$ cat src/rtl/score_board_pkg.sv
// Shared constants for the score board: BCD geometry, speed width and the
// active-low seven-segment patterns ({dp, g..a}).
package score_board_pkg;

    localparam int BCD_W      = 4;
    localparam int BCD_DIGITS = 4;
    localparam int SPEED_W    = 4;

    localparam logic [7:0] SEG_0     = 8'hC0;
    localparam logic [7:0] SEG_1     = 8'hF9;
    localparam logic [7:0] SEG_2     = 8'hA4;
    localparam logic [7:0] SEG_3     = 8'hB0;
    localparam logic [7:0] SEG_4     = 8'h99;
    localparam logic [7:0] SEG_5     = 8'h92;
    localparam logic [7:0] SEG_6     = 8'h82;
    localparam logic [7:0] SEG_7     = 8'hF8;
    localparam logic [7:0] SEG_8     = 8'h80;
    localparam logic [7:0] SEG_9     = 8'h90;
    localparam logic [7:0] SEG_BLANK = 8'hFF;

endpackage

$ cat src/rtl/score_board_bcd_to_seg.sv
// Combinational BCD digit to active-low seven-segment pattern, dp always off.
module bcd_to_seg
    import score_board_pkg::*;
(
    input  logic [BCD_W-1:0] bcd,
    output logic [7:0]       seg
);

    // Pattern lookup; codes above 9 blank the digit.
    always_comb begin
        seg = SEG_BLANK;
        case (bcd)
            4'd0:    seg = SEG_0;
            4'd1:    seg = SEG_1;
            4'd2:    seg = SEG_2;
            4'd3:    seg = SEG_3;
            4'd4:    seg = SEG_4;
            4'd5:    seg = SEG_5;
            4'd6:    seg = SEG_6;
            4'd7:    seg = SEG_7;
            4'd8:    seg = SEG_8;
            4'd9:    seg = SEG_9;
            default: seg = SEG_BLANK;
        endcase
    end

endmodule

$ cat src/rtl/score_board.sv
// Running BCD score, high score latch, scroll speed level and a multiplexed
// 4-digit seven-segment display driven from the game state and frame strobe.
module score_board
    import score_board_pkg::*;
#(
    parameter int                 FRAMES_PER_POINT = 6,
    parameter logic [SPEED_W-1:0] SPEED_BASE       = 4'd2,
    parameter logic [SPEED_W-1:0] SPEED_MAX        = 4'd9,
    parameter int                 SCAN_BITS        = 18
) (
    input  logic                CLK,
    input  logic                RESET,
    input  logic                fresh,
    input  logic                game_status,
    input  logic                show_high,
    output logic [15:0]         score_bcd,
    output logic [15:0]         high_bcd,
    output logic [SPEED_W-1:0]  speed,
    output logic [3:0]          seg_an,
    output logic [7:0]          seg_cat
);

    localparam int SCORE_W = BCD_W * BCD_DIGITS;
    localparam int FC_W    = (FRAMES_PER_POINT > 1) ? $clog2(FRAMES_PER_POINT) : 1;
    localparam logic [FC_W-1:0]    FC_LAST   = FC_W'(FRAMES_PER_POINT - 1);
    localparam logic [SCORE_W-1:0] SCORE_MAX = 16'h9999;

    logic                 fresh_prev_r, gs_prev_r;
    logic                 frame_tick_s, start_s, stop_s;
    logic [FC_W-1:0]      fc_r;
    logic [SCORE_W-1:0]   score_r, high_r, score_inc_s, src_s;
    logic                 carry_s;
    logic [4:0]           level_s, speed_sum_s;
    logic [SPEED_W-1:0]   speed_r, speed_next_s;
    logic [SCAN_BITS-1:0] scan_r;
    logic [1:0]           sel_s;
    logic [BCD_W-1:0]     digit_s;
    logic [3:0]           seg_an_r;
    logic [7:0]           seg_cat_r, cat_s;

    // Edge detection against the registered previous input values.
    always_comb begin
        frame_tick_s = fresh_prev_r & ~fresh;
        start_s      = ~gs_prev_r & game_status;
        stop_s       = gs_prev_r & ~game_status;
    end

    // BCD +1 with a per-digit 9->0 carry chain.
    always_comb begin
        score_inc_s = score_r;
        carry_s     = 1'b1;
        for (int i = 0; i < BCD_DIGITS; i++) begin
            if (carry_s && (score_r[BCD_W*i +: BCD_W] == 4'd9)) begin
                score_inc_s[BCD_W*i +: BCD_W] = 4'd0;
            end else if (carry_s) begin
                score_inc_s[BCD_W*i +: BCD_W] = score_r[BCD_W*i +: BCD_W] + 4'd1;
                carry_s = 1'b0;
            end else begin
                score_inc_s[BCD_W*i +: BCD_W] = score_r[BCD_W*i +: BCD_W];
            end
        end
    end

    // Score, frame counter and high score; a start wins over a same-cycle tick.
    always_ff @(posedge CLK) begin
        if (RESET) begin
            fresh_prev_r <= fresh;
            gs_prev_r    <= game_status;
            fc_r         <= '0;
            score_r      <= '0;
            high_r       <= '0;
        end else begin
            fresh_prev_r <= fresh;
            gs_prev_r    <= game_status;
            if (start_s) begin
                fc_r    <= '0;
                score_r <= '0;
            end else if (game_status && frame_tick_s) begin
                if (fc_r == FC_LAST) begin
                    fc_r <= '0;
                    if (score_r != SCORE_MAX) begin
                        score_r <= score_inc_s;
                    end
                end else begin
                    fc_r <= fc_r + FC_W'(1);
                end
            end
            // BCD digits order like binary, so a plain unsigned compare ranks scores.
            if (stop_s && (score_r > high_r)) begin
                high_r <= score_r;
            end
        end
    end

    // Speed level: hundreds digit, or 15 once thousands is non-zero, then clamped.
    always_comb begin
        if (score_r[15:12] != 4'd0) begin
            level_s = 5'd15;
        end else begin
            level_s = {1'b0, score_r[11:8]};
        end
        speed_sum_s = {1'b0, SPEED_BASE} + level_s;
        if (speed_sum_s > {1'b0, SPEED_MAX}) begin
            speed_next_s = SPEED_MAX;
        end else begin
            speed_next_s = speed_sum_s[SPEED_W-1:0];
        end
    end

    // Registered speed output.
    always_ff @(posedge CLK) begin
        if (RESET) begin
            speed_r <= SPEED_BASE;
        end else begin
            speed_r <= speed_next_s;
        end
    end

    // Digit select and source mux ahead of the decoder.
    always_comb begin
        sel_s   = scan_r[SCAN_BITS-1 -: 2];
        src_s   = show_high ? high_r : score_r;
        digit_s = src_s[3:0];
        case (sel_s)
            2'd0:    digit_s = src_s[3:0];
            2'd1:    digit_s = src_s[7:4];
            2'd2:    digit_s = src_s[11:8];
            2'd3:    digit_s = src_s[15:12];
            default: digit_s = src_s[3:0];
        endcase
    end

    bcd_to_seg u_bcd_to_seg (
        .bcd (digit_s),
        .seg (cat_s)
    );

    // Scan counter and registered anode/cathode pair so both switch together.
    always_ff @(posedge CLK) begin
        if (RESET) begin
            scan_r    <= '0;
            seg_an_r  <= 4'b1110;
            seg_cat_r <= SEG_0;
        end else begin
            scan_r    <= scan_r + SCAN_BITS'(1);
            seg_an_r  <= ~(4'b0001 << sel_s);
            seg_cat_r <= cat_s;
        end
    end

    assign score_bcd = score_r;
    assign high_bcd  = high_r;
    assign speed     = speed_r;
    assign seg_an    = seg_an_r;
    assign seg_cat   = seg_cat_r;

endmodule

$ cat config.mk
export PLATFORM = sky130hd
export DESIGN_NAME = score_board
export DESIGN_NICKNAME = d
export VERILOG_FILES = /design/src/rtl/score_board_pkg.sv /design/src/rtl/score_board_bcd_to_seg.sv /design/src/rtl/score_board.sv
export SDC_FILE = /design/constraint.sdc
export NUM_CORES = 1
export LEC_CHECK = 0
export ABC_AREA = 1
export CAP_MARGIN = 15
export CORE_UTILIZATION = 35
export CTS_BUF_LIST = sky130_fd_sc_hd__clkbuf_4
export DETAILED_ROUTE_END_ITERATION = 16
export SYNTH_ARGS = -nofsm -noshare
export SYNTH_HDL_FRONTEND = slang
export SYNTH_HIERARCHICAL = 1
export SYNTH_SLANG_ARGS = --single-unit
$ cat constraint.sdc
create_clock -name CLK -period 3 [get_ports CLK]
set_clock_uncertainty 0.05 [all_clocks]
set_input_delay 0.45 -clock CLK [delete_from_list [all_inputs] [get_ports CLK]]
set_output_delay 0.45 -clock CLK [all_outputs]
set_load 0.1 [all_outputs]
-- After elaboration in Yosys (flattened, before gate mapping)
Memory sizes are Yosys's and may differ from the RTL's. A register that Yosys moved wholly into a read port is not among the register bits.
Cells that the tools add are included.
- word-level logic and storage cells: 71
- input port bits: 5
- flip-flop bits (word level): 71
- bits in read-only memories: 112
- memories: 1
- bitwise gates (word level): 7
- eq/ne operators: 9
- magnitude comparators: 2
- add/sub/neg operators: 7
- shift operators: 1
- reductions and logical operators: 16
- muxes and demuxes: 15
- memory list (name ; words ; width ; read ports ; clocked after memory_dff ; wr ports ; line ; RTL):
    (name not given) ; 16 ; 7 ; 1 ; 1 ; 0 ; score_board_bcd_to_seg.sv:12 ; case (bcd)
- operator list (cell ; number):
    4-bit 2-to-1 mux ; 9
    18-bit by 1-bit adder with 18-bit output, second input constant ; 1
    4-bit by 1-bit adder with 4-bit output, second input constant ; 4
    4-bit == test, second input constant ; 4
    16-bit greater-than comparator ; 1
    16-bit 2-to-1 mux ; 1
    16-bit inequality test, second input constant ; 1
    4-bit one-hot mux with 4 select lines ; 1
    4-bit AND reduction ; 3
    2-bit nonzero test ; 3
    2-bit by 5-bit adder with 5-bit output, first input constant ; 1
    5-bit by 4-bit greater-than comparator with 1-bit output, second input constant ; 1
    1-bit logical AND ; 5
    2-bit == test, second input constant ; 2
    4-bit inverter ; 1
    4-bit nonzero test ; 1
    2-bit OR reduction ; 2
    1-bit by 2-bit left shift with 4-bit output, first input constant ; 1
    3-bit by 1-bit adder with 3-bit output, second input constant ; 1
    1-bit bitwise AND ; 3
    3-bit == test, second input constant ; 1
    1-bit 2-to-1 mux ; 3
    3-bit 2-to-1 mux ; 1
    1-bit inverter ; 3
    3 further kinds ; 3

-- Longest topological paths before layout
- depth after elaboration: 9
- mapped depth: 15

-- Modules after synthesis
Netlist, hierarchy kept.
- by module, submodules not included (module ; cells an instance ; instances ; area each (µm²)):
    score_board ; 513 ; 1 ; 3701.0
    bcd_to_seg ; 37 ; 1 ; 198.9

-- Worst setup path after synthesis
OpenSTA, ideal clock, no wires.
- kind: reg-to-reg
- from: register score_r[9], in the netlist score_bcd[9]
- to: register seg_cat_r[3], in the netlist seg_cat[3]
- cell stages (with the launch flop): 12
- data arrival time: 2.509 ns
- buffers on the path: 0
- setup time: 0.128 ns
- period minus slack after synthesis: 2.687 ns
- required time: 2.822 ns
- slack: 0.313 ns
- path through: dfxtp_1 inv_1 o22ai_1 o22ai_1 o22ai_1 inv_1 ha_1 nand2_1 nand3_1 nand2_1 inv_1 nor2_1
- cells in the longest elaborated chain, start to end: 2
- ends and longest elaborated chain (what ; line ; RTL):
    start, declared ; score_board.sv:31 ; logic [SCORE_W-1:0] score_r, high_r, score_inc_s, src_s;
    start signal, assigned ; score_board.sv:82 ; score_r <= score_inc_s;
    16-bit 2-to-1 mux ; score_board.sv:122 ; src_s = show_high ? high_r : score_r;
    4-bit one-hot mux with 4 select lines ; score_board.sv:124 ; case (sel_s)
    named net digit_s[1] ; score_board.sv:37 ; logic [BCD_W-1:0] digit_s;
    end, declared ; score_board.sv:39 ; logic [7:0] seg_cat_r, cat_s;
The timed path passes the listed nets, and every way through them passes these cells.
A chain may end at the register's enable or synchronous reset.

-- Worst setup path in the final report
- from: register scan_r[17]
- to: register seg_cat_r[3], in the netlist seg_cat[3]
- cells in the longest elaborated chain, start to end: 2
- ends and longest elaborated chain (what ; line ; RTL):
    start, declared ; score_board.sv:35 ; logic [SCAN_BITS-1:0] scan_r;
    start signal, assigned ; score_board.sv:145 ; scan_r <= scan_r + SCAN_BITS'(1);
    2-bit == test, or another cell as far along ; score_board.sv:124 ;
    4-bit one-hot mux with 4 select lines * ; score_board.sv:124 ;
    named net digit_s[1] ; score_board.sv:37 ;
Mark *: on every way through the listed nets, which the timed path passes. The rest lies on a longest branch.

==> impl_metrics.py <==
metrics = {
    "run_status": {
        "status": "complete, no violations",
    },
    "pwr": {
        "power_frac_comb_pct": 31.6,
        "pwr-share-clk_pct": 25.3,
        "cellPowerDensity_nw_per_um2": 519,
        "p_sw_mw": 0.960,
        "vdd_drop_max_uv": 431,
        "p_int_mw": 1.41,
        "p_seq_share_pct": 43.1,
        "power_leakage_nw": 1.95,
        "power_mw": 2.37,
        "swShare_pct": 40.4,
    },
    "die": {
        "fp-row-count": 38,
        "core-area_sq_um": 10800,
        "die_h_um": 108,
        "initial_utilization_pct": 36.0,
        "pin_count": 53,
        "die-area_sq_um": 11600,
        "die_x_um": 108,
    },
    "route": {
        "ant_nets": 0,
        "drt_wl_total_mm": 9.32,
        "drcViolationCount": 0,
        "drt_iter0_drc": 165,
        "met2WireLength_mm": 4.33,
        "wl_met1_mm": 4.32,
        "via_per_inst": 4.83,
        "dr.pass1.iters": 4,
        "vias": 3610,
        "dr.max_layer_used": "met4",
        "wl_met3_um": 489,
        "wl_per_cell_um": 12.5,
    },
    "clocking": {
        "cts_tree": "done",
        "cts.clk_slew.worst_paths_ns": 0.12,
        "cts_hold_buf": 0,
        "cts_resized": 0,
        "cts-buffers-inserted": 9,
        "clk_latency_ns": 0.44,
        "cts_setup_buffers": 0,
        "clock_tree.root_cell": "clkbuf_4",
        "h-tree-depth": 3,
        "cts_max_path_buffers": 2,
        "cts.sinks": 71,
    },
    "placement": {
        "port_buffers": 52,
        "place_congestion": 0.904,
        "dp_hpwl_mm": 7.16,
    },
    "cells_and_area": {
        "nNetsFinal": 638,
        "regArea_sq_um": 1420,
        "multi_input_area_sq_um": 2110,
        "area_delta_synth_final_pct": 17.2,
        "n_fill_cell": 1151,
        "drive_gt1_share_pct": 16.5,
        "diodes": 0,
    },
    "timing": {
        "rsz0062_at_grt": "no",
        "timing.final.hold_violations": 0,
        "slew_headroom_pct": 56.8,
        "period_minus_slack_ns": 2.56,
        "fin_crit_sh_pct": 85.4,
        "finalSetupTns_ns": 0,
        "max_slew.worst_pin.slew_ns": 0.648,
        "fmax_mhz": 390,
        "final_max_slew_viol_count": 0,
        "final-setup-viol-count": 0,
    },
    "setup_path": {
        "crit_chain": "inv_1 -> nor2_1 -> inv_1 -> o22ai_1 -> o22ai_1 -> o22ai_1 -> inv_1 -> ha_1 -> nand2_1 -> nand3_1 -> nand2_1 -> inv_1 -> nor2_1",
        "cp_top_family": "compound AO/OA/AOI/OAI gates",
        "endpoint_kind": "flop",
        "startpoint_type": "flop",
        "cp_num_buf_inv": 4,
        "cpPeakStageDelay_ns": 0.53,
        "cp.arrival_ns": 2.85,
        "cp_max_fo": 10,
        "worstPathRequired_ns": 3.29,
        "critical_path.most_common_cell": "inv_1",
        "cpMaxStageDelayCell": "dfxtp_1",
        "critPathKind": "flop to flop",
    },
    "grt": {
        "grt_usage_pct": 17.3,
        "grt_pass1_vias": 3334,
        "grt_overflow_total": 0,
        "antenna_found_initial": 0,
        "grt_first_pass_wirelength_mm": 15.6,
        "grt_max_degree": 35,
    },
    "yosys": {
        "ys.flop_type": "dfxtp_1",
        "synth.distinct_cells": 36,
        "synth.most_common_cell": "nand2_1",
        "yosysWarnings": 6,
        "yosys.area.top_type": "dfxtp_1",
        "syn_nets": 586,
        "synth_top_cell_area_share_pct": 36.4,
        "syn-cell-area_sq_um": 3900,
        "seq_area_frac_synth_pct": 36.4,
        "synth-edff-count": 0,
        "synth_common_cells": "nand2_1 (105), dfxtp_1 (71), inv_1 (71), nor2_1 (70), a21oi_1 (44)",
        "synthTopCellsByArea": "dfxtp_1 (36%), nand2_1 (10%), ha_1 (9.9%)",
        "syn_inst": 550,
        "async_flop_share_pct": 0,
        "synth.avg_cell_area_sq_um": 7.09,
        "synth_seq_cells": 71,
    },
    "run": {
        "drv_cap": 0,
    },
    "min_path": {
        "worst_hold_path_type": "input pin to flop",
    },
}
-- placed cells by master (no fill, tap or decap), types with 3 or more instances in the layout --
| cell type | count |
|---|---|
| a211oi_1 | 4 |
| a21oi_1 | 44 |
| buf_4 | 53 |
| clkbuf_4 | 9 |
| clkdlybuf4s50_1 | 4 |
| clkinv_1 | 3 |
| clkinv_2 | 3 |
| dfxtp_1 | 71 |
| ha_1 | 31 |
| inv_1 | 71 |
| inv_2 | 6 |
| nand2_1 | 105 |
| nand3_1 | 43 |
| nand4_1 | 4 |
| nor2_1 | 69 |
| nor2_2 | 6 |
| nor2_4 | 5 |
| nor3_1 | 9 |
| nor3_2 | 4 |
| o21ai_0 | 22 |
| o22ai_1 | 15 |
-- layout make-up --
| cell class | instances | share of cell area (%) |
|---|---|---|
| flip-flops and latches | 71 | 31.1 |
| inverters | 79 | 6.49 |
| well taps | 140 | 3.83 |
| multi-input cells | 384 | 46.1 |
| repair buffers | 57 | 9.58 |
| clock buffers | 9 | 1.48 |
| clock inverters | 7 | 1.40 |
-- cell families (layout without fill, tap and decap cells) --
family	count (synthesis)	count (layout)	synth area share [%]
AND/OR/NAND/NOR	258	258	30.6
buffers and inverters	95	152	9.56
AO/OA/AOI/OAI	93	93	13.2
flip-flops	71	71	36.4
adder cells (fa/ha/maj)	31	31	9.95
other	1	1	0.0962
XOR/XNOR	1	1	0.225
-- layer usage --
layer  up-vias  track usage [%]
li1       1892                -
met1      1626             21.7
met2        75             28.5
met3        17             4.30
met4         0             6.65
met5         -                0
-- sequential cells by signal, indices dropped and copies added, names as in the netlist --
signal	flops
fc_r	3
fresh_prev_r	1
gs_prev_r	1
high_bcd	16
scan_r	18
score_bcd	16
seg_an	4
seg_cat	8
speed	4
-- power by group through the flow --
| stage | clock (mW) | sequential [mW] | combinational, mW |
|---|---|---|---|
| 2_1_floorplan | 0 | 1.31 | 0.332 |
| 3_3_place_gp | 0 | 1.05 | 0.741 |
| 3_5_place_dp | 0 | 1.05 | 0.752 |
| 4_1_cts | 0.622 | 1.02 | 0.753 |
| 5_1_grt | 0.669 | 1.03 | 0.816 |
| 6_report | 0.601 | 1.02 | 0.750 |
-- worst paths after layout --
path                            slack (ns)        from            to  cells past startpoint
worst min-delay path                  0.41       fresh  fresh_prev_r                      1
worst min register to register        0.43   scan_r[6]     scan_r[6]                      2
worst max register to register        0.44  scan_r[17]    seg_cat[3]                     13
worst max-delay path                  0.44  scan_r[17]    seg_cat[3]                     13
-- per-stage QoR --
step / cells / setup WS (ns) / area [sq um] / hold WS, ns / util (%)
final: 747 / 0.439 / 4570 / 0.408 / 42.2
after CTS: 747 / 0.464 / 4570 / 0.390 / 42.2
after detailed placement: 731 / 0.259 / 4440 / 0.411 / 41.0
after global routing: 747 / 0.161 / 4570 / 0.389 / 42.2
after global placement: 731 / 0.292 / 4440 / 0.403 / 41.0
after floorplan: 550 / 0.313 / 3900 / 0.387 / -
No activity file was read; power rests on OpenSTA's default activity.
